## config.mk

```make
export PLATFORM = sky130hd
export DESIGN_NAME = freq_div_ctrl
export DESIGN_NICKNAME = d
export VERILOG_FILES = /design/src/rtl/freq_div_ctrl.sv
export SDC_FILE = /design/constraint.sdc
export NUM_CORES = 1
export LEC_CHECK = 0
export ABC_AREA = 1
export BUFFER_PORTS_ARGS = -buffer_cell sky130_fd_sc_hd__buf_2
export CAP_MARGIN = 20
export CORE_AREA = 3 3 65 67
export CTS_CLUSTER_SIZE = 25
export DETAILED_ROUTE_END_ITERATION = 8
export DIE_AREA = 0 0 68 70
export SLEW_MARGIN = 25
export SYNTH_ARGS = -nofsm -noshare
export SYNTH_HDL_FRONTEND = slang
export SYNTH_SLANG_ARGS = --single-unit
export TNS_END_PERCENT = 20
```

## constraint.sdc

```tcl
create_clock -name clk -period 3.4 [get_ports clk]
set_clock_uncertainty 0.05 [all_clocks]
set_input_delay 0.17 -clock clk [delete_from_list [all_inputs] [get_ports clk]]
set_output_delay 0.17 -clock clk [all_outputs]
set_load 0.1 [all_outputs]
```

## src/rtl/freq_div_ctrl.sv

```systemverilog
// freq_div_ctrl: programmable clock divider with independent HIGH/LOW
// phase lengths. New configurations are double-buffered so that they only
// take effect on a period boundary and never truncate or stretch a phase.
module freq_div_ctrl #(
  parameter int CW = 4
) (
  input  logic          clk,
  input  logic          rst,
  input  logic          en,
  input  logic          cfg_valid,
  input  logic [CW-1:0] cfg_high,
  input  logic [CW-1:0] cfg_low,
  output logic          cfg_ready,
  output logic          out,
  output logic          period_done,
  output logic          cfg_err
);

  typedef enum logic [1:0] {
    IDLE = 2'd0,
    HIGH = 2'd1,
    LOW  = 2'd2
  } state_t;

  state_t        state_reg,       state_next;
  logic [CW-1:0] cnt_reg,         cnt_next;
  logic          out_reg,         out_next;
  logic          period_done_reg, period_done_next;
  logic          cfg_err_reg,     cfg_err_next;
  logic [CW-1:0] act_high_reg,    act_high_next;
  logic [CW-1:0] act_low_reg,     act_low_next;
  logic [CW-1:0] pend_high_reg,   pend_high_next;
  logic [CW-1:0] pend_low_reg,    pend_low_next;
  logic          pend_v_reg,      pend_v_next;

  logic accept;
  logic cfg_bad;

  // A handshake completes whenever the pending slot is free.
  assign accept  = cfg_valid && !pend_v_reg;
  assign cfg_bad = (cfg_high == '0) || (cfg_low == '0);

  // State register plus all registered outputs; reset restores divide-by-3.
  always_ff @(posedge clk or posedge rst) begin
    if (rst) begin
      state_reg       <= IDLE;
      cnt_reg         <= '0;
      out_reg         <= 1'b0;
      period_done_reg <= 1'b0;
      cfg_err_reg     <= 1'b0;
      act_high_reg    <= CW'(1);
      act_low_reg     <= CW'(2);
      pend_high_reg   <= '0;
      pend_low_reg    <= '0;
      pend_v_reg      <= 1'b0;
    end else begin
      state_reg       <= state_next;
      cnt_reg         <= cnt_next;
      out_reg         <= out_next;
      period_done_reg <= period_done_next;
      cfg_err_reg     <= cfg_err_next;
      act_high_reg    <= act_high_next;
      act_low_reg     <= act_low_next;
      pend_high_reg   <= pend_high_next;
      pend_low_reg    <= pend_low_next;
      pend_v_reg      <= pend_v_next;
    end
  end

  // Next-state logic: phase sequencing, boundary reload, config intake.
  always_comb begin
    state_next       = state_reg;
    cnt_next         = cnt_reg;
    out_next         = out_reg;
    period_done_next = 1'b0;
    cfg_err_next     = 1'b0;
    act_high_next    = act_high_reg;
    act_low_next     = act_low_reg;
    pend_high_next   = pend_high_reg;
    pend_low_next    = pend_low_reg;
    pend_v_next      = pend_v_reg;

    case (state_reg)
      IDLE: begin
        out_next = 1'b0;
        if (en) begin
          state_next = HIGH;
          cnt_next   = CW'(1);
          out_next   = 1'b1;
        end
      end
      HIGH: begin
        if (cnt_reg == act_high_reg) begin
          state_next = LOW;
          cnt_next   = CW'(1);
          out_next   = 1'b0;
        end else begin
          cnt_next = cnt_reg + CW'(1);
        end
      end
      LOW: begin
        if (cnt_reg == act_low_reg) begin
          // Period boundary: the only place active lengths may change.
          period_done_next = 1'b1;
          if (pend_v_reg) begin
            act_high_next = pend_high_reg;
            act_low_next  = pend_low_reg;
            pend_v_next   = 1'b0;
          end
          if (en) begin
            state_next = HIGH;
            cnt_next   = CW'(1);
            out_next   = 1'b1;
          end else begin
            state_next = IDLE;
            cnt_next   = '0;
            out_next   = 1'b0;
          end
        end else begin
          cnt_next = cnt_reg + CW'(1);
        end
      end
      default: begin
        state_next = IDLE;
        cnt_next   = '0;
        out_next   = 1'b0;
      end
    endcase

    // Intake only happens with the slot empty, so it never races the
    // boundary reload above; a config arriving on a boundary edge waits
    // for the following boundary.
    if (accept) begin
      if (cfg_bad) begin
        cfg_err_next = 1'b1;
      end else if (state_reg == IDLE) begin
        act_high_next = cfg_high;
        act_low_next  = cfg_low;
      end else begin
        pend_high_next = cfg_high;
        pend_low_next  = cfg_low;
        pend_v_next    = 1'b1;
      end
    end
  end

  assign cfg_ready   = !pend_v_reg;
  assign out         = out_reg;
  assign period_done = period_done_reg;
  assign cfg_err     = cfg_err_reg;

endmodule

```

==> results.md, run 1 <==
- Status: complete, no violations
- Net count, final: 227
- Top fanout value on the critical path: 10
- Clock tree from TritonCTS: yes
- Share of async-settable or async-resettable flops after synthesis: 100%
- Syn-to-layout area delta: 13.4%
- Residual antenna-violating net count after detailed routing: 0
- Worst path bufs/invs: 1
- Post-synthesis net count: 208
- List of most frequent post-synthesis cells: sky130_fd_sc_hd__nand2_1, sky130_fd_sc_hd__inv_1, sky130_fd_sc_hd__dfrtp_1, sky130_fd_sc_hd__nand3_1, sky130_fd_sc_hd__o21ai_0
- Share of synthesized area spent on multiplexers: 0%
- Mean area per synthesized cell: 7.42 um2
- Final worst path period share: 46.1%
- Required @ worst endpoint: 3.53 ns
- Worst-Margin Slew: 0.549 ns
- Combinational family with the most area after synthesis: simple AND/OR/NAND/NOR gates
- Die Height: 70 um
- Total die area: 4760 um2
- Critical-path cell with the highest stage delay: sky130_fd_sc_hd__dfstp_2
- Parity-gate share of the synthesized area counting xor and xnor cells: 1.21%
- Combined area of all synthesized cells: 1450 um2
- Most used flip-flop cell after synthesis: sky130_fd_sc_hd__dfrtp_1
- Power per Cell Area: 914 nW/um2
- Maximum number of pins on one net before global-route repair: 27
- Starting density of the core: 39.2%
- Synthesis warning total: 0
- Standard cell core area: 3690 um2
- Basic-gate share of the synthesized area counting and, or, nand and nor cells: 36.6%
- Total grt overflow: 0
- Global-route usage over all layers: 13.8%
- First-iteration detailed-routing DRC count: 23
- Family with the most delay on the worst path: simple AND/OR/NAND/NOR gates
- Post-synthesis instance total: 195
- Share of synthesized area occupied by flip-flops and latches: 45.2%
- Final Hold Viols: 0
- Biggest cell delay along the critical path: 0.54 ns
- Static leakage: 0.000940 uW
- Pins over their slew limit: 0
- RSZ-0062 raised after global routing: false
- Cts bufs inserted: 3
- Count of cell types in the netlist: 22
- Clock buffer depth: 2
- Clock transition at the registers of the reported paths: 0.10 ns
- Later-pin clock latency in the skew report: 0.28 ns
- Worst-case setup slack after placement: 1.85 ns
- Yosys top cell by area: sky130_fd_sc_hd__dfrtp_1
- IO Port Bufs: 15
- Timing-limited maximum frequency: 638 MHz
- Die width: 68 um
- Number of search-and-repair iterations in the first detailed-routing pass: 4
- Flip-flop and latch count after synthesis: 26
- Arrival time at the worst endpoint: 1.70 ns
- Class of the tightest hold or removal check: in2reg
- Wire length of the first global-routing pass: 5000 um
- Number of enable-type register cells in the synthesized netlist: 0
- Vias post-DR: 1150
- Critical Path Most Common Cell: sky130_fd_sc_hd__nand2_1
- Adder-cell area share of the yosys netlist: 0.865%
- Worst-case headroom to the max-slew limit: 63.4%
- Number of antenna violations at the first check in global routing: 0
- Fin crit period: 1.57 ns
- DRT Wirelength: 2990 um
- Maximum vdd ir drop: 0.285 mV
- Leading cell type by number of instances after synthesis: sky130_fd_sc_hd__nand2_1
- Aggregate negative setup slack: 0 ns
- Std cell rows: 22
- DRC viols: 0
- Cell at the root of the clock tree: sky130_fd_sc_hd__clkbuf_8
- H-tree lvl count: 1
- Path type of the worst setup path: reg2reg
- Final setup violation count: 0
- Ratio of routed vias to standard cells: 4.41
- CP Capture Type: register
- Max-cap violations: 0
- Via count of the first global-routing pass: 1108
- Final Wtd Congestion: 0.772
- Startpoint kind of the worst setup timing path: register
- Synth Area in Compound Gates: 4.76%
- Half-perimeter wire length of the detailed placement result: 2290 um
- Number of placed I/O pins: 16
- Synth top area cells: sky130_fd_sc_hd__dfrtp_1, sky130_fd_sc_hd__nand2_1, sky130_fd_sc_hd__inv_1
- Cells along the critical path: inv_1 > nand2_1 > nand2_1 > nor2_4 > nand2_4 > nor2_8 > nand3_1 > nand3_1 > nand2_1
- Area share of the leading cell type in the synthesized netlist: 41.5%
- Fraction of final layout cells sized beyond drive strength 1: 19.2%
- Number of antenna repair diodes: 0
- TritonCTS sink count: 26
- Mean routed wirelength per cell: 11.5 um
- Final setup slack of the worst path: 1.83 ns
## worst paths after layout
kind	slack (ns)	from	endpoint	cells after the start
setup / recovery	1.83	act_low_reg[1]	act_low_reg[0]	9
hold / removal	0.04	cfg_high[0]	act_high_reg[0]	3
setup reg to reg	1.83	act_low_reg[1]	act_low_reg[0]	9
hold reg to reg	0.43	out	out	2
max in group asynchronous	2.51	rst	act_low_reg[1]	3
min in group asynchronous	0.42	rst	cnt_reg[2]	3
## cells in the final DEF, fill, tap and decap left out, drive strengths merged, types with 2 or more instances in the layout
cell type	Yosys	final
buf	2	15
clkbuf	0	3
dfrtp	24	24
dfstp	2	2
inv	38	38
nand2	77	77
nand3	22	22
nand4	4	4
nor2	10	10
o21ai	10	10
xor2	2	2
## routing by layer
metal	part of all wire, %	up-vias	global-route usage, %	routed length [um]
li1	-	630	-	-
met1	50	501	18.2	1500
met2	45	15	21.8	1350
met3	3.5	4	3.86	104
met4	1.1	0	3.97	32
met5	0	-	0	0
## report_power, final
group	switching (uW)	total (uW)	internal [uW]
Sequential	96.4	541	445
Clock	109	267	158
Combinational	479	691	212
Total	684	1500	815
## metrics by stage
step | utilization, % | cell area, um2 | instances | hold slack (ns) | power, uW
after detailed placement | 42.3 | 1560 | 256 | 0.345 | 1240
after global routing | 44.5 | 1640 | 261 | 0.0473 | 1630
final | 44.5 | 1640 | 261 | 0.0445 | 1500
after global placement | 42.3 | 1560 | 256 | 0.347 | 1240
after CTS | 44.2 | 1630 | 260 | 0.0377 | 1510
after floorplan | - | 1450 | 195 | 0.159 | 1110
## what timing repair did
item | in CTS | in global routing
buffers inserted | 0 | 0
gates resized for setup | 0 | 0
hold buffers | 0 | 1
hold endpoints to repair | 0 | 24
## worst reg2reg max path, stage by stage, from the launching register on
cell and delay, ns:
sky130_fd_sc_hd__dfstp_2 0.54, sky130_fd_sc_hd__inv_1 0.05, sky130_fd_sc_hd__nand2_1 0.05, sky130_fd_sc_hd__nand2_1 0.08, sky130_fd_sc_hd__nor2_4 0.17, sky130_fd_sc_hd__nand2_4 0.10, sky130_fd_sc_hd__nor2_8 0.17, sky130_fd_sc_hd__nand3_1 0.11
sky130_fd_sc_hd__nand3_1 0.09, sky130_fd_sc_hd__nand2_1 0.06
## cells by family after synthesis
group	after synthesis
compound gates	13
xor+xnor	2
fa+ha+maj	1
buf+inv	40
flops	26
simple gates	113
## area by class of cell
type	instances	area (um2)
clock buffers	3	41.3
clock inverters	1	30.0
fillers	404	2050
inverters	38	143
multi-input cells	129	628
flip-flops and latches	26	653
well taps	48	60.1
repair buffers	16	85.1
No activity file was read; power rests on OpenSTA's default activity.
==> run 2: changes to the inputs <==
Clock period 3.4 ns to 1.4 ns, I/O delays scaled along.
==> run 2 against run 1 <==
  * The flow now finishes with violations (setup timing)
  * Sequential share of layout area down 7.5 points
  * Combinational power rose to 3.3 times the previous value
  * Wire length up 15%
  * Sequential power up 140%
  * Total power rose to 2.8 times the previous value
  * Non-clock buffer count up 27
  * Final cell count up 10%
  * Setup slack worse by 1.9 ns
  * Utilization up 10 points
  * Via count up 12%
  * Largest power group unchanged
==> results.md, run 2 (same netlist as run 1, synthesis figures left out) <==
- Net count, final: 254 (+12%)
- Number of antenna violations at the first check in global routing: 0 (unchanged)
- Maximum number of pins on one net before global-route repair: 27 (unchanged)
- Fraction of final layout cells sized beyond drive strength 1: 32.5% (+13 points)
- Number of antenna repair diodes: 0 (unchanged)
- Instance count after placement with tap cells included: 267 (+4.3%)
- Worst-Margin Slew: 0.486 ns (-0.0632 ns)
- Static leakage: 0.00110 uW (+17%)
- Global-route usage over all layers: 15.6% (+1.8 points)
- Cell area after placement: 1670 um2 (+7.1%)
- Residual antenna-violating net count after detailed routing: 0 (unchanged)
- Syn-to-layout area delta: 39.5%
- Final Instance Area: 2020 um2 (+23%)
- Max-cap violations: 0 (unchanged)
- Arrival time at the worst endpoint: 1.63 ns (-0.07 ns)
- First-iteration detailed-routing DRC count: 38 (+65%)
- Number of placed I/O pins: 16 (unchanged)
- IO Port Bufs: 15 (unchanged)
- Status: complete, but fails checks
- Final Hold Viols: 0 (unchanged)
- Filler-free cell count of the finished design: 288 (+10%)
- Class of the tightest hold or removal check: in2reg
- Standard cell core area: 3690 um2 (unchanged)
- Timing-limited maximum frequency: 665 MHz (+4.2%)
- Wire length of the first global-routing pass: 5730 um (+15%)
- Cts bufs inserted: 3 (unchanged)
- DRC viols: 0 (unchanged)
- Fin crit period: 1.50 ns (-0.0629 ns)
- Ratio of routed vias to standard cells: 4.47 (+1.3%)
- H-tree lvl count: 1 (unchanged)
- Starting density of the core: 39.2% (unchanged)
- Fill count: 374 (-7.4%)
- Total die area: 4760 um2 (unchanged)
- Final worst path period share: 107% (+61 points)
- Worst-case headroom to the max-slew limit: 67.9% (+4.5 points)
- Die Height: 70 um (unchanged)
- Pins over their slew limit: 0 (unchanged)
- Number of search-and-repair iterations in the first detailed-routing pass: 4 (unchanged)
- Clock buffer depth: 2 (unchanged)
- Later-pin clock latency in the skew report: 0.27 ns (about the same)
- Required @ worst endpoint: 1.52 ns (-2.01 ns)
- Maximum vdd ir drop: 0.842 mV (+200%)
- Power per Cell Area: 2090 nW/um2 (+130%)
- Most frequent standard cell in the layout excluding fill and tap cells: sky130_fd_sc_hd__nand2_1
- Std cell rows: 22 (unchanged)
- Startpoint kind of the worst setup timing path: register
- Failing checks: setup timing
- Die width: 68 um (unchanged)
- Cell at the root of the clock tree: sky130_fd_sc_hd__clkbuf_8
- RSZ-0062 raised after global routing: true
- TritonCTS sink count: 26 (unchanged)
- Most frequent cells in the layout: sky130_fd_sc_hd__nand2_1, sky130_fd_sc_hd__inv_1, sky130_fd_sc_hd__dfrtp_1
- Mean routed wirelength per cell: 11.9 um (+4.1%)
- Half-perimeter wire length of the detailed placement result: 2340 um (+2.2%)
- Final setup slack of the worst path: -0.104 ns (-1.94 ns)
- DRT Wirelength: 3430 um (+15%)
- Final Wtd Congestion: 0.742 (-3.8%)
- Top fanout value on the critical path: 5 (-5)
- Clock tree from TritonCTS: yes
- Via count of the first global-routing pass: 1296 (+17%)
- Clock transition at the registers of the reported paths: 0.09 ns (about the same)
- Vias post-DR: 1286 (+12%)
- Final setup violation count: 11 (+11)
- Total grt overflow: 0 (unchanged)
- CP Capture Type: register
- Path type of the worst setup path: reg2reg
==> run 2: cell type report <==
cell class                 instances  area, um2  share of cell area [%]
clock buffer                       3       41.3                    2.05
tap                               48       60.1                    2.98
inverter                          38        155                    7.69
multi-input combinational        129        739                    36.6
clock inverter                     1       30.0                    1.49
sequential                        26        653                    32.4
timing repair buffer              43        339                    16.8
==> run 2: worst paths after layout <==
check	startpoint	endpoint	depth (start not counted)	slack [ns]
setup reg to reg	act_low_reg[1]	act_high_reg[2]	10	-0.10
max in group asynchronous	rst	act_low_reg[1]	4	0.66
setup / recovery	act_low_reg[1]	act_high_reg[2]	10	-0.10
min in group asynchronous	rst	cnt_reg[3]	4	0.34
hold / removal	en	state_reg[0]	3	0.06
hold reg to reg	out	out	2	0.44
==> run 2: where the power goes <==
group,internal (uW),total (uW),switching (uW)
Clock,383,634,251
Combinational,863,2270,1410
Sequential,1080,1300,224
==> run 2: through the flow <==
step | TNS (ns) | hold WS (ns) | power [uW] | worst slack [ns] | utilization [%]
after global routing | -2.13 | 0.0859 | 4560 | -0.200 | 54.7
final | -0.964 | 0.0619 | 4210 | -0.104 | 54.7
after floorplan | 0 | 0.0585 | 2740 | 0.0143 | -
after detailed placement | -0.693 | 0.101 | 3210 | -0.0901 | 45.3
after CTS | -0.635 | 0.0432 | 4050 | -0.0804 | 52.1
after global placement | -0.304 | 0.0996 | 3190 | -0.0496 | 45.3
==> run 2: worst max-delay path, cell delays in order, from the launching register on <==
cell and delay (ns):
sky130_fd_sc_hd__dfstp_2 0.54, sky130_fd_sc_hd__inv_2 0.04, sky130_fd_sc_hd__nand2_2 0.05, sky130_fd_sc_hd__nand2_2 0.06, sky130_fd_sc_hd__nor2_4 0.13, sky130_fd_sc_hd__nand2_4 0.09, sky130_fd_sc_hd__nor2_8 0.12, sky130_fd_sc_hd__buf_12 0.13
sky130_fd_sc_hd__nand3_2 0.06, sky130_fd_sc_hd__nand3_2 0.07, sky130_fd_sc_hd__nand2_1 0.04
==> run 2: layer usage <==
metal | vias to the layer above | share of wire [%] | global-route usage [%] | wire [um]
li1 | 688 | - | - | -
met1 | 573 | 45 | 19.8 | 1560
met2 | 21 | 51 | 26.9 | 1740
met3 | 4 | 2.8 | 3.38 | 97
met4 | 0 | 1.1 | 2.65 | 37
met5 | - | 0 | 0 | 0
==> run 2: timing repair <==
action                                  in CTS  in global routing
endpoints found under the hold margin       32                  0
setup buffers                                6                  2
pin swaps                                    4                  5
gates resized for setup                      9                 18
cloned                                       0                  0
endpoints found under the setup margin      14                 24
hold buffers                                 9                  0
==> run 3: changes to the inputs <==
Settings changed: CORE_AREA 3 3 65 67 to 2 2 64 66, DIE_AREA 0 0 68 70 to 0 0 66 68, RECOVER_POWER set to 100, TNS_END_PERCENT 20 to not set.
==> run 3 against run 2 <==
  * The flow still finishes with violations (setup timing)
  * Global-route usage increased by 0.93 points
  * Setup slack improved by 0.052 ns
  * Non-clock buffer count unchanged
  * Final cell count increased by 1.0%
  * Flip-flop and latch count unchanged
  * Utilization decreased by 4.0 points
  * Wire length decreased by 1.2%
  * Combinational power increased by 3%
  * Largest power group unchanged
  * Highest routed layer unchanged
==> results.md, run 3 (same netlist as run 1, synthesis figures left out) <==
- Status: complete, but fails checks
- Failing checks: setup timing
- First-iteration detailed-routing DRC count: 57 (+50%)
- Ratio of routed vias to standard cells: 4.53 (+1.4%)
- Sw power: 1900 uW (+0.56%)
- Cell at the root of the clock tree: sky130_fd_sc_hd__clkbuf_8
- Cell area after placement: 1680 um2 (+0.60%)
- DRC viols: 0 (unchanged)
- Std cell rows: 23 (+4.5%)
- Total die area: 4490 um2 (-5.7%)
- Worst-Margin Slew: 0.666 ns (+0.180 ns)
- Number of placed I/O pins: 16 (unchanged)
- H-tree lvl count: 1 (unchanged)
- Cell-internal power: 2180 uW (-6.2%)
- Final Hold Viols: 0 (unchanged)
- Worst path bufs/invs: 1 (-1)
- Total grt overflow: 0 (unchanged)
- Fill count: 387 (+3.5%)
- Timing-limited maximum frequency: 689 MHz (+3.6%)
- Starting density of the core: 37.5% (-1.7 points)
- Final Wtd Congestion: 0.852 (+15%)
- Final Instance Area: 1960 um2 (-3.1%)
- Die width: 66 um (-2.9%)
- Final design utilization: 50.7% (-4.0 points)
- Max-cap violations: 0 (unchanged)
- Net count, final: 255 (+0.39%)
- Family with the most delay on the worst path: simple AND/OR/NAND/NOR gates
- Number of antenna violations at the first check in global routing: 0 (unchanged)
- Residual antenna-violating net count after detailed routing: 0 (unchanged)
- Required @ worst endpoint: 1.53 ns (about the same)
- Vias post-DR: 1318 (+2.5%)
- TritonCTS sink count: 26 (unchanged)
- Depth of the worst register-to-register path: 9 (-1)
- Area occupied by multi-input gates: 719 um2 (-2.7%)
- Final setup violation count: 8 (-3)
- Worst-case headroom to the max-slew limit: 55.6% (-12 points)
- Sequential fraction of design power: 32.0% (+1.0 points)
- Instance count on the critical path: 9 (-1)
- Clock share of power: 10.9% (-4.2 points)
- IO Port Bufs: 15 (unchanged)
- Most frequent standard cell in the layout excluding fill and tap cells: sky130_fd_sc_hd__nand2_1
- Worst-case setup slack after placement: -0.0924 ns (-0.00236 ns)
- Clock buffer depth: 2 (unchanged)
- Maximum vdd ir drop: 0.702 mV (-17%)
- Clock transition at the registers of the reported paths: 0.09 ns (about the same)
- Power per Cell Area: 2090 nW/um2 (about the same)
- Path type of the worst setup path: reg2reg
- Mean routed wirelength per cell: 11.7 um (-2.2%)
- Later-pin clock latency in the skew report: 0.27 ns (about the same)
- Maximum number of pins on one net before global-route repair: 27 (unchanged)
- Global-route usage over all layers: 16.5% (+0.93 points)
- Fraction of final layout cells sized beyond drive strength 1: 32.8% (+0.28 points)
- Syn-to-layout area delta: 35.2%
- Fin crit period: 1.45 ns (-0.0518 ns)
- Cts bufs inserted: 3 (unchanged)
- Area taken by flip-flops and latches: 654 um2 (+0.19%)
- Class of the tightest hold or removal check: in2reg
- Static leakage: 0.00107 uW (-2.1%)
- Standard cell core area: 3860 um2 (+4.5%)
- Via count of the first global-routing pass: 1319 (+1.8%)
- Biggest cell delay along the critical path: 0.54 ns (about the same)
- Critical-path cell with the highest stage delay: sky130_fd_sc_hd__dfstp_2
- Die Height: 68 um (-2.9%)
- Number of antenna repair diodes: 0 (unchanged)
- Final worst path period share: 104% (-3.7 points)
- Hold-critical path depth: 3 (unchanged)
- Top fanout value on the critical path: 5 (unchanged)
- RSZ-0062 raised after global routing: true
- Arrival time at the worst endpoint: 1.58 ns (-0.05 ns)
- Final setup slack of the worst path: -0.0522 ns (+0.0518 ns)
- Total design power: 4080 uW (-3.1%)
- Startpoint kind of the worst setup timing path: register
- Clock tree from TritonCTS: yes
- Pins over their slew limit: 0 (unchanged)
- DRT Wirelength: 3390 um (-1.2%)
- Fraction of power consumed by combinational cells: 57.1% (+3.1 points)
- Number of search-and-repair iterations in the first detailed-routing pass: 5 (+1)
- CP Capture Type: register
- Switching portion of total power: 46.5% (+1.7 points)
- Cells along the critical path: inv_2 > nand2_2 > nand2_2 > nor2_4 > nand2_4 > nor2_4 > nand3_2 > nand3_2 > nand2_1
- Half-perimeter wire length of the detailed placement result: 2350 um (+0.32%)
- Most frequent cells in the layout: sky130_fd_sc_hd__nand2_1, sky130_fd_sc_hd__inv_1, sky130_fd_sc_hd__dfrtp_1
- Wire length of the first global-routing pass: 5660 um (-1.3%)
[run 3: changes by cell type in the layout (fill, tap and decap cells not counted), moves of 2 or more]
cell                       previous run  this run
sky130_fd_sc_hd__o21ai_1              2         4
sky130_fd_sc_hd__buf_2               14        11
sky130_fd_sc_hd__o21ai_0              8         5
sky130_fd_sc_hd__buf_12               2         0
sky130_fd_sc_hd__clkbuf_2             0         4
sky130_fd_sc_hd__buf_6                1         3
sky130_fd_sc_hd__nand3_1             11        13
sky130_fd_sc_hd__nand3_4              3         0
[run 3: timing repair]
item | CTS | global route
gates cloned | 1 | 0
setup buffers | 4 | 4
setup endpoints to repair | 12 | 25
hold endpoints to repair | 32 | 0
pin swaps | 3 | 14
hold buffers | 9 | 0
resized for setup | 11 | 18
[run 3: cell type report]
class                   instances  area share [%]
multi-input cells             130            36.8
flip-flops and latches         26            33.5
repair buffers                 43            16.3
inverters                      38            7.93
well taps                      50            3.20
clock buffers                   4            2.30
[run 3: stage by stage]
stage,TNS (ns),hold WS (ns),std cells
after floorplan,0,0.0585,195
after global placement,-0.380,0.0984,270
after detailed placement,-0.605,0.101,270
after CTS,-0.432,0.0351,288
after global routing,-1.48,0.0407,291
final,-0.274,0.0351,291
[run 3: per-layer routing]
layer / wire (um) / track usage [%]
met4: 74 / 7.65
met1: 1510 / 20.0
met2: 1730 / 29.4
met3: 74 / 2.14
met5: 0 / 0
[run 3: worst min-delay path, stage by stage]
cell                      delay, ns
sky130_fd_sc_hd__buf_2         0.10
sky130_fd_sc_hd__nand2_1       0.11
sky130_fd_sc_hd__a21oi_1       0.05
[run 3: path summary, 6_finish.rpt]
check                                from         endpoint  slack (ns)
setup / recovery           act_low_reg[1]  act_high_reg[3]       -0.05
hold / removal                  cfg_valid          cfg_err        0.04
setup reg to reg           act_low_reg[1]  act_high_reg[3]       -0.05
hold reg to reg                       out              out        0.44
max in group asynchronous             rst       cnt_reg[1]        0.38
min in group asynchronous             rst       cnt_reg[3]        0.45
[run 3: power by group through the flow]
stage / combinational (uW) / clock, uW / sequential, uW
4_1_cts: 2170 / 457 / 1300
5_1_grt: 2580 / 482 / 1350
3_3_place_gp: 1930 / 0 / 1300
6_report: 2330 / 445 / 1310
2_1_floorplan: 1350 / 0 / 1390
3_5_place_dp: 1940 / 0 / 1310
